$ cat src/rtl/buck_pwm_gen.sv
// buck_pwm_gen: power-stage PWM generator for the buck control loop.
// Takes the compensator's duty word, double-buffers it so the on-time only
// changes at period boundaries, drives complementary high/low-side gates with
// dead-time, and fires a mid-on-time ADC trigger for average-value sampling.
// Optional feature: define PWM_FAULT_EN to add the fault_in gate-kill input
// (two-flop synchronised) and the sticky fault_latched status output.

module buck_pwm_gen #(
    parameter int CNT_WIDTH = 10,
    parameter int DEADTIME  = 8,
    parameter int DUTY_MAX  = 1000,
    parameter int DUTY_MIN  = 16
) (
    input  logic                 clk,
    input  logic                 rst_n,
    input  logic                 enable,
    input  logic [CNT_WIDTH-1:0] duty_in,
    input  logic                 duty_valid,
    output logic                 pwm_hs,
    output logic                 pwm_ls,
    output logic                 period_start,
    output logic                 adc_trig,
    output logic [CNT_WIDTH-1:0] duty_active
`ifdef PWM_FAULT_EN
    ,
    input  logic                 fault_in,
    output logic                 fault_latched
`endif
);

    localparam int                   DT_W       = (DEADTIME > 1) ? $clog2(DEADTIME) : 1;
    localparam logic [DT_W-1:0]      DT_LAST    = DT_W'(DEADTIME - 1);
    localparam logic [CNT_WIDTH-1:0] CNT_LAST   = {CNT_WIDTH{1'b1}};
    localparam logic [CNT_WIDTH-1:0] DUTY_MAX_C = CNT_WIDTH'(DUTY_MAX);
    localparam logic [CNT_WIDTH-1:0] DUTY_MIN_C = CNT_WIDTH'(DUTY_MIN);

    typedef enum logic [2:0] {
        ST_OFF,
        ST_DT_RISE,
        ST_HS_ON,
        ST_DT_FALL,
        ST_LS_ON
    } state_t;

    // Saturate over-range requests and skip pulses too narrow to be useful.
    function automatic logic [CNT_WIDTH-1:0] clamp_duty(input logic [CNT_WIDTH-1:0] d);
        if (d > DUTY_MAX_C) begin
            return DUTY_MAX_C;
        end else if ((d != '0) && (d < DUTY_MIN_C)) begin
            return '0;
        end else begin
            return d;
        end
    endfunction

    state_t                 state_q, state_d;
    logic [DT_W-1:0]        dt_q, dt_d;
    logic [CNT_WIDTH-1:0]   cnt_q, cnt_d;
    logic [CNT_WIDTH-1:0]   duty_shadow_q, duty_shadow_d;
    logic [CNT_WIDTH-1:0]   duty_active_q, duty_active_d;
    logic                   enable_q, enable_d;
    logic                   pwm_hs_q, pwm_hs_d;
    logic                   pwm_ls_q, pwm_ls_d;
    logic                   period_start_q, period_start_d;
    logic                   adc_trig_q, adc_trig_d;

    logic [CNT_WIDTH-1:0]   duty_clamped;
    logic [CNT_WIDTH-1:0]   load_value;
    logic [CNT_WIDTH-1:0]   duty_now;
    logic                   load_now;
    logic                   raw;
    logic                   gate_kill;

`ifdef PWM_FAULT_EN
    logic fault_meta_q, fault_meta_d;
    logic fault_sync_q, fault_sync_d;
    logic fault_latched_q, fault_latched_d;

    // Synchronise the fault request and hold the sticky status until the loop is disabled.
    always_comb begin
        fault_meta_d    = fault_in;
        fault_sync_d    = fault_meta_q;
        fault_latched_d = fault_latched_q;
        if (fault_sync_q) begin
            fault_latched_d = 1'b1;
        end else if (!enable) begin
            fault_latched_d = 1'b0;
        end
    end

    // Fault synchroniser and status registers.
    always_ff @(posedge clk or negedge rst_n) begin
        if (!rst_n) begin
            fault_meta_q    <= 1'b0;
            fault_sync_q    <= 1'b0;
            fault_latched_q <= 1'b0;
        end else begin
            fault_meta_q    <= fault_meta_d;
            fault_sync_q    <= fault_sync_d;
            fault_latched_q <= fault_latched_d;
        end
    end

    assign fault_latched = fault_latched_q;
`endif

    // Conditions that force the gate FSM back to OFF.
    always_comb begin
        gate_kill = !enable;
`ifdef PWM_FAULT_EN
        gate_kill = gate_kill || fault_sync_q || fault_latched_q;
`endif
    end

    // Carrier, duty double-buffer, raw compare and sampling pulses.
    // In a load cycle the compare already uses the incoming duty so the first
    // cycle after enable rises agrees with the rest of that period.
    always_comb begin
        duty_clamped   = clamp_duty(duty_in);
        load_now       = enable && (!enable_q || (cnt_q == CNT_LAST));
        load_value     = duty_valid ? duty_clamped : duty_shadow_q;
        duty_now       = load_now ? load_value : duty_active_q;
        raw            = enable && (cnt_q < duty_now);

        cnt_d          = enable ? cnt_q + 1'b1 : '0;
        duty_shadow_d  = duty_valid ? duty_clamped : duty_shadow_q;
        duty_active_d  = duty_now;
        enable_d       = enable;
        period_start_d = enable && (cnt_q == '0);
        adc_trig_d     = enable && (cnt_q == (duty_now >> 1));
    end

    // Dead-time FSM: both gates stay low for DEADTIME cycles at every handover.
    always_comb begin
        state_d = state_q;
        dt_d    = dt_q;
        if (gate_kill) begin
            state_d = ST_OFF;
            dt_d    = '0;
        end else begin
            case (state_q)
                ST_OFF: begin
                    state_d = raw ? ST_DT_RISE : ST_DT_FALL;
                    dt_d    = '0;
                end
                ST_DT_RISE: begin
                    if (!raw) begin
                        state_d = ST_LS_ON;
                        dt_d    = '0;
                    end else if (dt_q == DT_LAST) begin
                        state_d = ST_HS_ON;
                        dt_d    = '0;
                    end else begin
                        dt_d = dt_q + 1'b1;
                    end
                end
                ST_HS_ON: begin
                    if (!raw) begin
                        state_d = ST_DT_FALL;
                        dt_d    = '0;
                    end
                end
                ST_DT_FALL: begin
                    if (raw) begin
                        state_d = ST_HS_ON;
                        dt_d    = '0;
                    end else if (dt_q == DT_LAST) begin
                        state_d = ST_LS_ON;
                        dt_d    = '0;
                    end else begin
                        dt_d = dt_q + 1'b1;
                    end
                end
                ST_LS_ON: begin
                    if (raw) begin
                        state_d = ST_DT_RISE;
                        dt_d    = '0;
                    end
                end
                default: begin
                    state_d = ST_OFF;
                    dt_d    = '0;
                end
            endcase
        end
        pwm_hs_d = (state_d == ST_HS_ON);
        pwm_ls_d = (state_d == ST_LS_ON);
    end

    // All state and registered outputs; reset clears everything at once.
    always_ff @(posedge clk or negedge rst_n) begin
        if (!rst_n) begin
            state_q        <= ST_OFF;
            dt_q           <= '0;
            cnt_q          <= '0;
            duty_shadow_q  <= '0;
            duty_active_q  <= '0;
            enable_q       <= 1'b0;
            pwm_hs_q       <= 1'b0;
            pwm_ls_q       <= 1'b0;
            period_start_q <= 1'b0;
            adc_trig_q     <= 1'b0;
        end else begin
            state_q        <= state_d;
            dt_q           <= dt_d;
            cnt_q          <= cnt_d;
            duty_shadow_q  <= duty_shadow_d;
            duty_active_q  <= duty_active_d;
            enable_q       <= enable_d;
            pwm_hs_q       <= pwm_hs_d;
            pwm_ls_q       <= pwm_ls_d;
            period_start_q <= period_start_d;
            adc_trig_q     <= adc_trig_d;
        end
    end

    assign pwm_hs       = pwm_hs_q;
    assign pwm_ls       = pwm_ls_q;
    assign period_start = period_start_q;
    assign adc_trig     = adc_trig_q;
    assign duty_active  = duty_active_q;

endmodule
$ cat config.mk
export PLATFORM = sky130hd
export DESIGN_NAME = buck_pwm_gen
export DESIGN_NICKNAME = d
export VERILOG_FILES = /design/src/rtl/buck_pwm_gen.sv
export SDC_FILE = /design/constraint.sdc
export NUM_CORES = 1
export LEC_CHECK = 0
export ABC_AREA = 1
export CELL_PAD_IN_SITES_DETAIL_PLACEMENT = 0
export CELL_PAD_IN_SITES_GLOBAL_PLACEMENT = 1
export CORE_MARGIN = 2
export CORE_UTILIZATION = 28
export DETAILED_ROUTE_END_ITERATION = 10
export PLACE_DENSITY = 0.59
export SLEW_MARGIN = 5
export SYNTH_ARGS = -nofsm -noshare
export SYNTH_HDL_FRONTEND = slang
export SYNTH_SLANG_ARGS = --single-unit
export TNS_END_PERCENT = 50
$ cat constraint.sdc
create_clock -name clk -period 3.3 [get_ports clk]
set_clock_uncertainty 0.15 [all_clocks]
set_input_delay 0.66 -clock clk [delete_from_list [all_inputs] [get_ports clk]]
set_output_delay 0.66 -clock clk [all_outputs]
set_load 0.1 [all_outputs]
==> impl_metrics.toml, run 1 <==
[status]
status = "finished clean"

[power]
power.density_nw_per_um2 = 444
clkPwrFrac_pct = 29.7
leakagePower_nw = 1.71
ir_drop_uv = 140
seq_power_share_pct = 39.4
p_switching_uw = 489
p_comb_share_pct = 30.9
finalPower_mw = 1.42
p_sw_share_pct = 34.3
p_int_uw = 936

[global_routing]
grt-ovfl-total = 0
first_global_vias = 2026
grt_util_all_layers_pct = 13.4
grt_max_degree = 42
antenna_found_initial = 0
grt_pass1_wl_mm = 9.20

[sta]
fin_tns_setup_ns = 0
fin_ws_ns = 0.211
final-hold-violation-count = 0
hold_ws_ns = 0.326
fin_crit_sh_pct = 93.6
finalSetupViolCount = 0
tightest_slew_ns = 0.917
relSlewSlack_pct = 38.8
slew_viol_final = 0
min_period_ns = 3.09
fmax_ghz = 0.324

[placement]
pre_cts_ws_ns = -0.241
placed_area_um2 = 2890
numPortBuffers = 27
place.gp.congestion = 0.783
dp_hpwl_mm = 4.20
place_inst = 447

[setup_path]
path_cells = "ha_4 -> nand2_2 -> nor2_4 -> nand3_2 -> a21oi_4 -> or2_2 -> o21ai_0 -> buf_4 -> ha_1 -> a21oi_1 -> o21ai_0 -> nor2_1 -> buf_4 -> nand3_4 -> nand2_2 -> nand2_4 -> nand2_4 -> nand3_2 -> nor2_2"
cp.arrival_ns = 3.17
cp_slowest_cell = "dfrtp_1"
critPathMaxFanout = 7
worstPathRequired_ns = 3.38
end_kind = "register"
worstSetupPathType = "register to register"
start_kind = "register"
slowest_delay_ns = 0.42

[cells_and_area]
fill_cells = 823
syn2layout_area_growth_pct = 41.0
stdcell_count = 464
final_area_um2 = 3210
seq_area_um2 = 1030
drive_gt1_share_pct = 30.7
diodes = 0
final_util_pct = 41.1
multi_input_area_um2 = 1170
nets = 388

[clocking]
clockRootBuffer = "clkbuf_8"
cts.path.max_buffers = 2
htreeDepth = 2
cts_buffers = 5
cts.sinks = 41
cts_tree = "yes"
clkTransAtPathRegs_ns = 0.08
clk_latency_ns = 0.29

[yosys]
synthFlopType = "dfrtp_1"
ys_types = 30
synth-seq-cells = 41
syn_area_um2 = 2280
yosysSeqAreaShare_pct = 45.1
synthArstFlopShare_pct = 100
synth_enable_flop_cells = 0
synth_warnings = 0
synth.avg_cell_area_um2 = 7.99
synth_cells = 285
syn_nets = 312

[hold_path]
min_path_type = "register to register"

[die]
boundaryPins = 28
die-area_um2 = 8870
initial_core_util_pct = 29.2
die_width_um = 94.2
rows = 32
core_area_um2 = 7810
die_height_um = 94.2

[drt]
drtIter0Drc = 66
dr.pass1.iters = 4
via_count = 2046
post-route-drc-count = 0
totalWireLength_mm = 5.65
ant_nets = 0
wl_per_cell_um = 12.2
viasPerCell = 4.41

[flow_run]
maxCapViolCount = 0
-- timing repair --
item	4_1_cts	5_1_grt
gates resized for setup	0	39
setup endpoints to repair	0	6
buffers inserted	0	9
hold buffers	0	0
-- power groups by stage --
stage / Combinational (mW) / Clock [mW] / Sequential (mW)
floorplan: 0.121 / 0 / 0.717
global route: 0.477 / 0.461 / 0.567
detailed placement: 0.418 / 0 / 0.570
global placement: 0.416 / 0 / 0.569
finish: 0.440 / 0.423 / 0.561
CTS: 0.420 / 0.439 / 0.560
-- kinds of logic after synthesis --
logic type               count (synthesis)  share of synthesized area, %
buffers and inverters                   48                          8.47
flip-flops                              41                          45.1
adder cells (fa/ha/maj)                 13                          7.15
XOR/XNOR                                 6                          2.31
AO/OA/AOI/OAI                           37                          9.35
AND/OR/NAND/NOR                        140                          27.7
-- layout by cell type, fill, tap and decap left out, types with 7 or more instances in the layout --
master and instances:
or2_2 7, nor2_1 21, dfrtp_1 41, nor3_1 8, nand4_1 7, inv_1 40
buf_4 61, ha_1 12, nand2_2 8, o21ai_0 11, nand3_1 11, dlymetal6s2s_1 7
a21oi_1 11, nand2_1 62
-- path summary, 6_finish.rpt --
check | cells past startpoint | slack (ns) | to | from
max | 19 | 0.21 | pwm_hs | cnt_q[1]
min in group asynchronous | 1 | 0.35 | dt_q[2] | rst_n
min | 2 | 0.33 | duty_shadow_q[3] | duty_shadow_q[3]
max in group asynchronous | 1 | 2.08 | duty_active[8] | rst_n
max reg2reg | 19 | 0.21 | pwm_hs | cnt_q[1]
min reg2reg | 2 | 0.33 | duty_shadow_q[3] | duty_shadow_q[3]
-- per-layer routing --
metal | vias to the layer above | share of wire, % | track usage (%)
li1 | 1059 | - | -
met2 | 29 | 49 | 23.3
met3 | 7 | 3.3 | 2.65
met1 | 951 | 47 | 16.5
met5 | - | 0 | 0
met4 | 0 | 1.7 | 4.47
-- Yosys cell counts, types with 4 or more instances --
library cell	n	area share (%)
nand2_1	68	11
dfrtp_1	41	45
inv_1	40	6.6
nor2_1	25	4.1
o21ai_0	14	3.1
ha_1	13	7.1
nand3_1	13	2.9
a21oi_1	12	2.6
nor3_1	8	1.8
or2_2	8	2.2
nand4_1	7	1.9
xor2_1	6	2.3
nand2_2	4	1.1
o22ai_1	4	1.1
-- critical path: cells and delay by family (launching register included) --
| family | cells | cell delay (ns) |
|---|---|---|
| AO/OA/AOI/OAI | 4 | 0.62 |
| adder cells (fa/ha/maj) | 2 | 0.47 |
| buffers and inverters | 2 | 0.30 |
| AND/OR/NAND/NOR | 11 | 1.06 |
| flip-flops | 1 | 0.42 |
-- cell type report --
| type | count | share of cell area, % |
|---|---|---|
| multi-input cells | 196 | 36.5 |
| clock inverters | 1 | 0.936 |
| inverters | 42 | 4.91 |
| clock buffers | 7 | 2.69 |
| repair buffers | 75 | 19.1 |
| flip-flops and latches | 41 | 32.0 |
| well taps | 102 | 3.98 |
-- sequential cells by signal (all words and copies together) (netlist names) --
signal and count:
cnt_q 10, duty_active 10, enable_q 1, dt_q 3, adc_trig 1, period_start 1, pwm_hs 1, state_q 3
duty_shadow_q 10, pwm_ls 1
(Power assumes the default switching activity.)
==> run 2: changes to the inputs <==
--- a/config.mk
+++ b/config.mk
@@ -11,7 +11,8 @@
 export CORE_MARGIN = 2
 export CORE_UTILIZATION = 28
 export DETAILED_ROUTE_END_ITERATION = 10
-export PLACE_DENSITY = 0.59
+export DONT_BUFFER_PORTS = 1
+export PLACE_DENSITY = 0.53
 export SLEW_MARGIN = 5
 export SYNTH_ARGS = -nofsm -noshare
 export SYNTH_HDL_FRONTEND = slang
==> run 2 against run 1 <==
  * Hold slack worse by 0.28 ns
  * Fmax increased by 2.1%
  * Core utilization is 5.6 points lower
  * Register-to-register slack better by 0.06 ns
  * Global-route usage up 0.28 points
  * Final area down 14%
  * Sequential cell count unchanged
  * Total power down 5.8%
  * Cell count fell by 9.5%
  * Clock power shrank 5.0%
  * Wire length shrank 4.3%
  * Critical path depth is 2 lower
==> impl_metrics.toml, run 2 (synthesized netlist as in run 1, its figures left out) <==
[clocking]
clockRootBuffer = "clkbuf_8"
clkTransAtPathRegs_ns = 0.08
clk_latency_ns = 0.30
cts_buffers = 5
htreeDepth = 2
cts.sinks = 41
cts_tree = "yes"
cts.path.max_buffers = 2

[sta]
min_period_ns = 3.02
relSlewSlack_pct = 42.2
final-hold-violation-count = 0
hold_ws_ns = 0.0466
grt_setup_unrepaired = "no"
fin_crit_sh_pct = 91.6
slew_viol_final = 0
fin_tns_setup_ns = 0
tightest_slew_ns = 0.868
fin_ws_ns = 0.276
finalSetupViolCount = 0
fmax_ghz = 0.331

[cells_and_area]
stdcell_count = 420
drive_gt1_share_pct = 20.8
syn2layout_area_growth_pct = 21.9
layout_common_cells = "nand2_1, dfrtp_1, inv_1"
nets = 345
fill_cells = 837
layout_commonest_cell = "nand2_1"
diodes = 0

[die]
die_width_um = 94.2
die_height_um = 94.2
die-area_um2 = 8870
boundaryPins = 28
rows = 32
initial_core_util_pct = 29.2
core_area_um2 = 7810

[global_routing]
grt_max_degree = 42
grt_pass1_wl_mm = 9.31
first_global_vias = 1953
grt_util_all_layers_pct = 13.7
antenna_found_initial = 0
grt-ovfl-total = 0

[setup_path]
critPathMaxFanout = 9
rrSetupSlack_ns = 0.28
crit_path_start = "cnt_q[0]"
r2r-start = "cnt_q[0]"
reg2reg_to = "pwm_hs"
start_kind = "register"
end_kind = "register"
reg2regPathDepth = 17
endpoint = "pwm_hs"
worstPathRequired_ns = 3.38
cp.arrival_ns = 3.11
worstSetupPathType = "register to register"

[power]
clkPwrFrac_pct = 30.0
p_sw_share_pct = 35.2
power.density_nw_per_um2 = 484
finalPower_mw = 1.34
p_int_uw = 870
p_switching_uw = 472
seq_power_share_pct = 42.8
leakagePower_nw = 1.43
ir_drop_uv = 139
p_comb_share_pct = 27.3

[drt]
ant_nets = 0
totalWireLength_mm = 5.41
dr.pass1.iters = 4
wl_per_cell_um = 12.9
via_count = 1901
drtIter0Drc = 91
viasPerCell = 4.53
post-route-drc-count = 0

[status]
status = "finished clean"

[placement]
place_inst = 408
place.gp.congestion = 0.748
dp_hpwl_mm = 4.10
pre_cts_ws_ns = 0.0747
numPortBuffers = 0

[flow_run]
maxCapViolCount = 0

[hold_path]
min_path_type = "primary input to asynchronous set/reset pin"
## run 2: cell types whose count changed in the layout (fill, tap and decap cells not counted), moves of 3 or more
| cell | before | now |
|---|---|---|
| nor2_1 | 21 | 24 |
| nand2_1 | 62 | 66 |
| clkdlybuf4s50_1 | 5 | 0 |
| buf_4 | 61 | 29 |
| dlymetal6s2s_1 | 7 | 0 |
## run 2: worst max-delay path: stages, from the launching register on
cell,delay [ns]
dfrtp_1,0.36
ha_2,0.20
nand2_2,0.06
nor2_4,0.11
nand3_2,0.10
a21oi_4,0.27
inv_4,0.10
o21ai_0,0.33
ha_1,0.31
nand4_1,0.14
a21oi_1,0.07
nor2_2,0.22
nand3_2,0.14
nand2_1,0.09
nand2_2,0.08
nand2_2,0.07
nand3_1,0.07
nor2_1,0.10
## run 2: cell type report
type | instances | area [um^2] | share of cell area [%]
clock buffers | 5 | 68.8 | 2.48
well taps | 102 | 128 | 4.60
clock inverters | 2 | 35.0 | 1.26
flip-flops and latches | 41 | 1030 | 37.0
repair buffers | 32 | 277 | 9.97
multi-input cells | 196 | 1080 | 38.9
inverters | 42 | 160 | 5.77
## run 2: routing by layer
metal,global-route usage [%],routed length (um)
met1,17.7,2590
met2,22.7,2500
met3,3.21,230
met4,4.23,79
met5,0,0
## run 2: worst min path at each step
| stage | start | endpoint | slack, ns |
|---|---|---|---|
| 6_report | rst_n | state_q[2] | 0.05 |
| 3_5_place_dp | rst_n | dt_q[1] | 0.22 |
| 4_1_cts | rst_n | state_q[2] | 0.05 |
| 3_3_place_gp | rst_n | state_q[0] | 0.22 |
| 5_1_grt | rst_n | pwm_hs | 0.05 |
| 2_1_floorplan | rst_n | adc_trig | 0.21 |
## run 2: power groups by stage
stage	clock (mW)	combinational [mW]	sequential (mW)
finish	0.402	0.366	0.574
global route	0.437	0.403	0.579
CTS	0.421	0.359	0.574
detailed placement	0	0.344	0.584
global placement	0	0.344	0.584
floorplan	0	0.121	0.717
## run 2: what timing repair did
action                                 4_1_cts  5_1_grt
resized for setup                            0       12
buffers inserted                             0        4
endpoints found under the hold margin       41        0
hold buffers                                 1        0
setup endpoints to repair                    0        6
## run 2: stage by stage
step                      cell area, um^2  util [%]
after floorplan                      2280         -
after global placement               2570      32.9
after detailed placement             2570      32.9
after CTS                            2700      34.6
after global routing                 2770      35.5
final                                2770      35.5
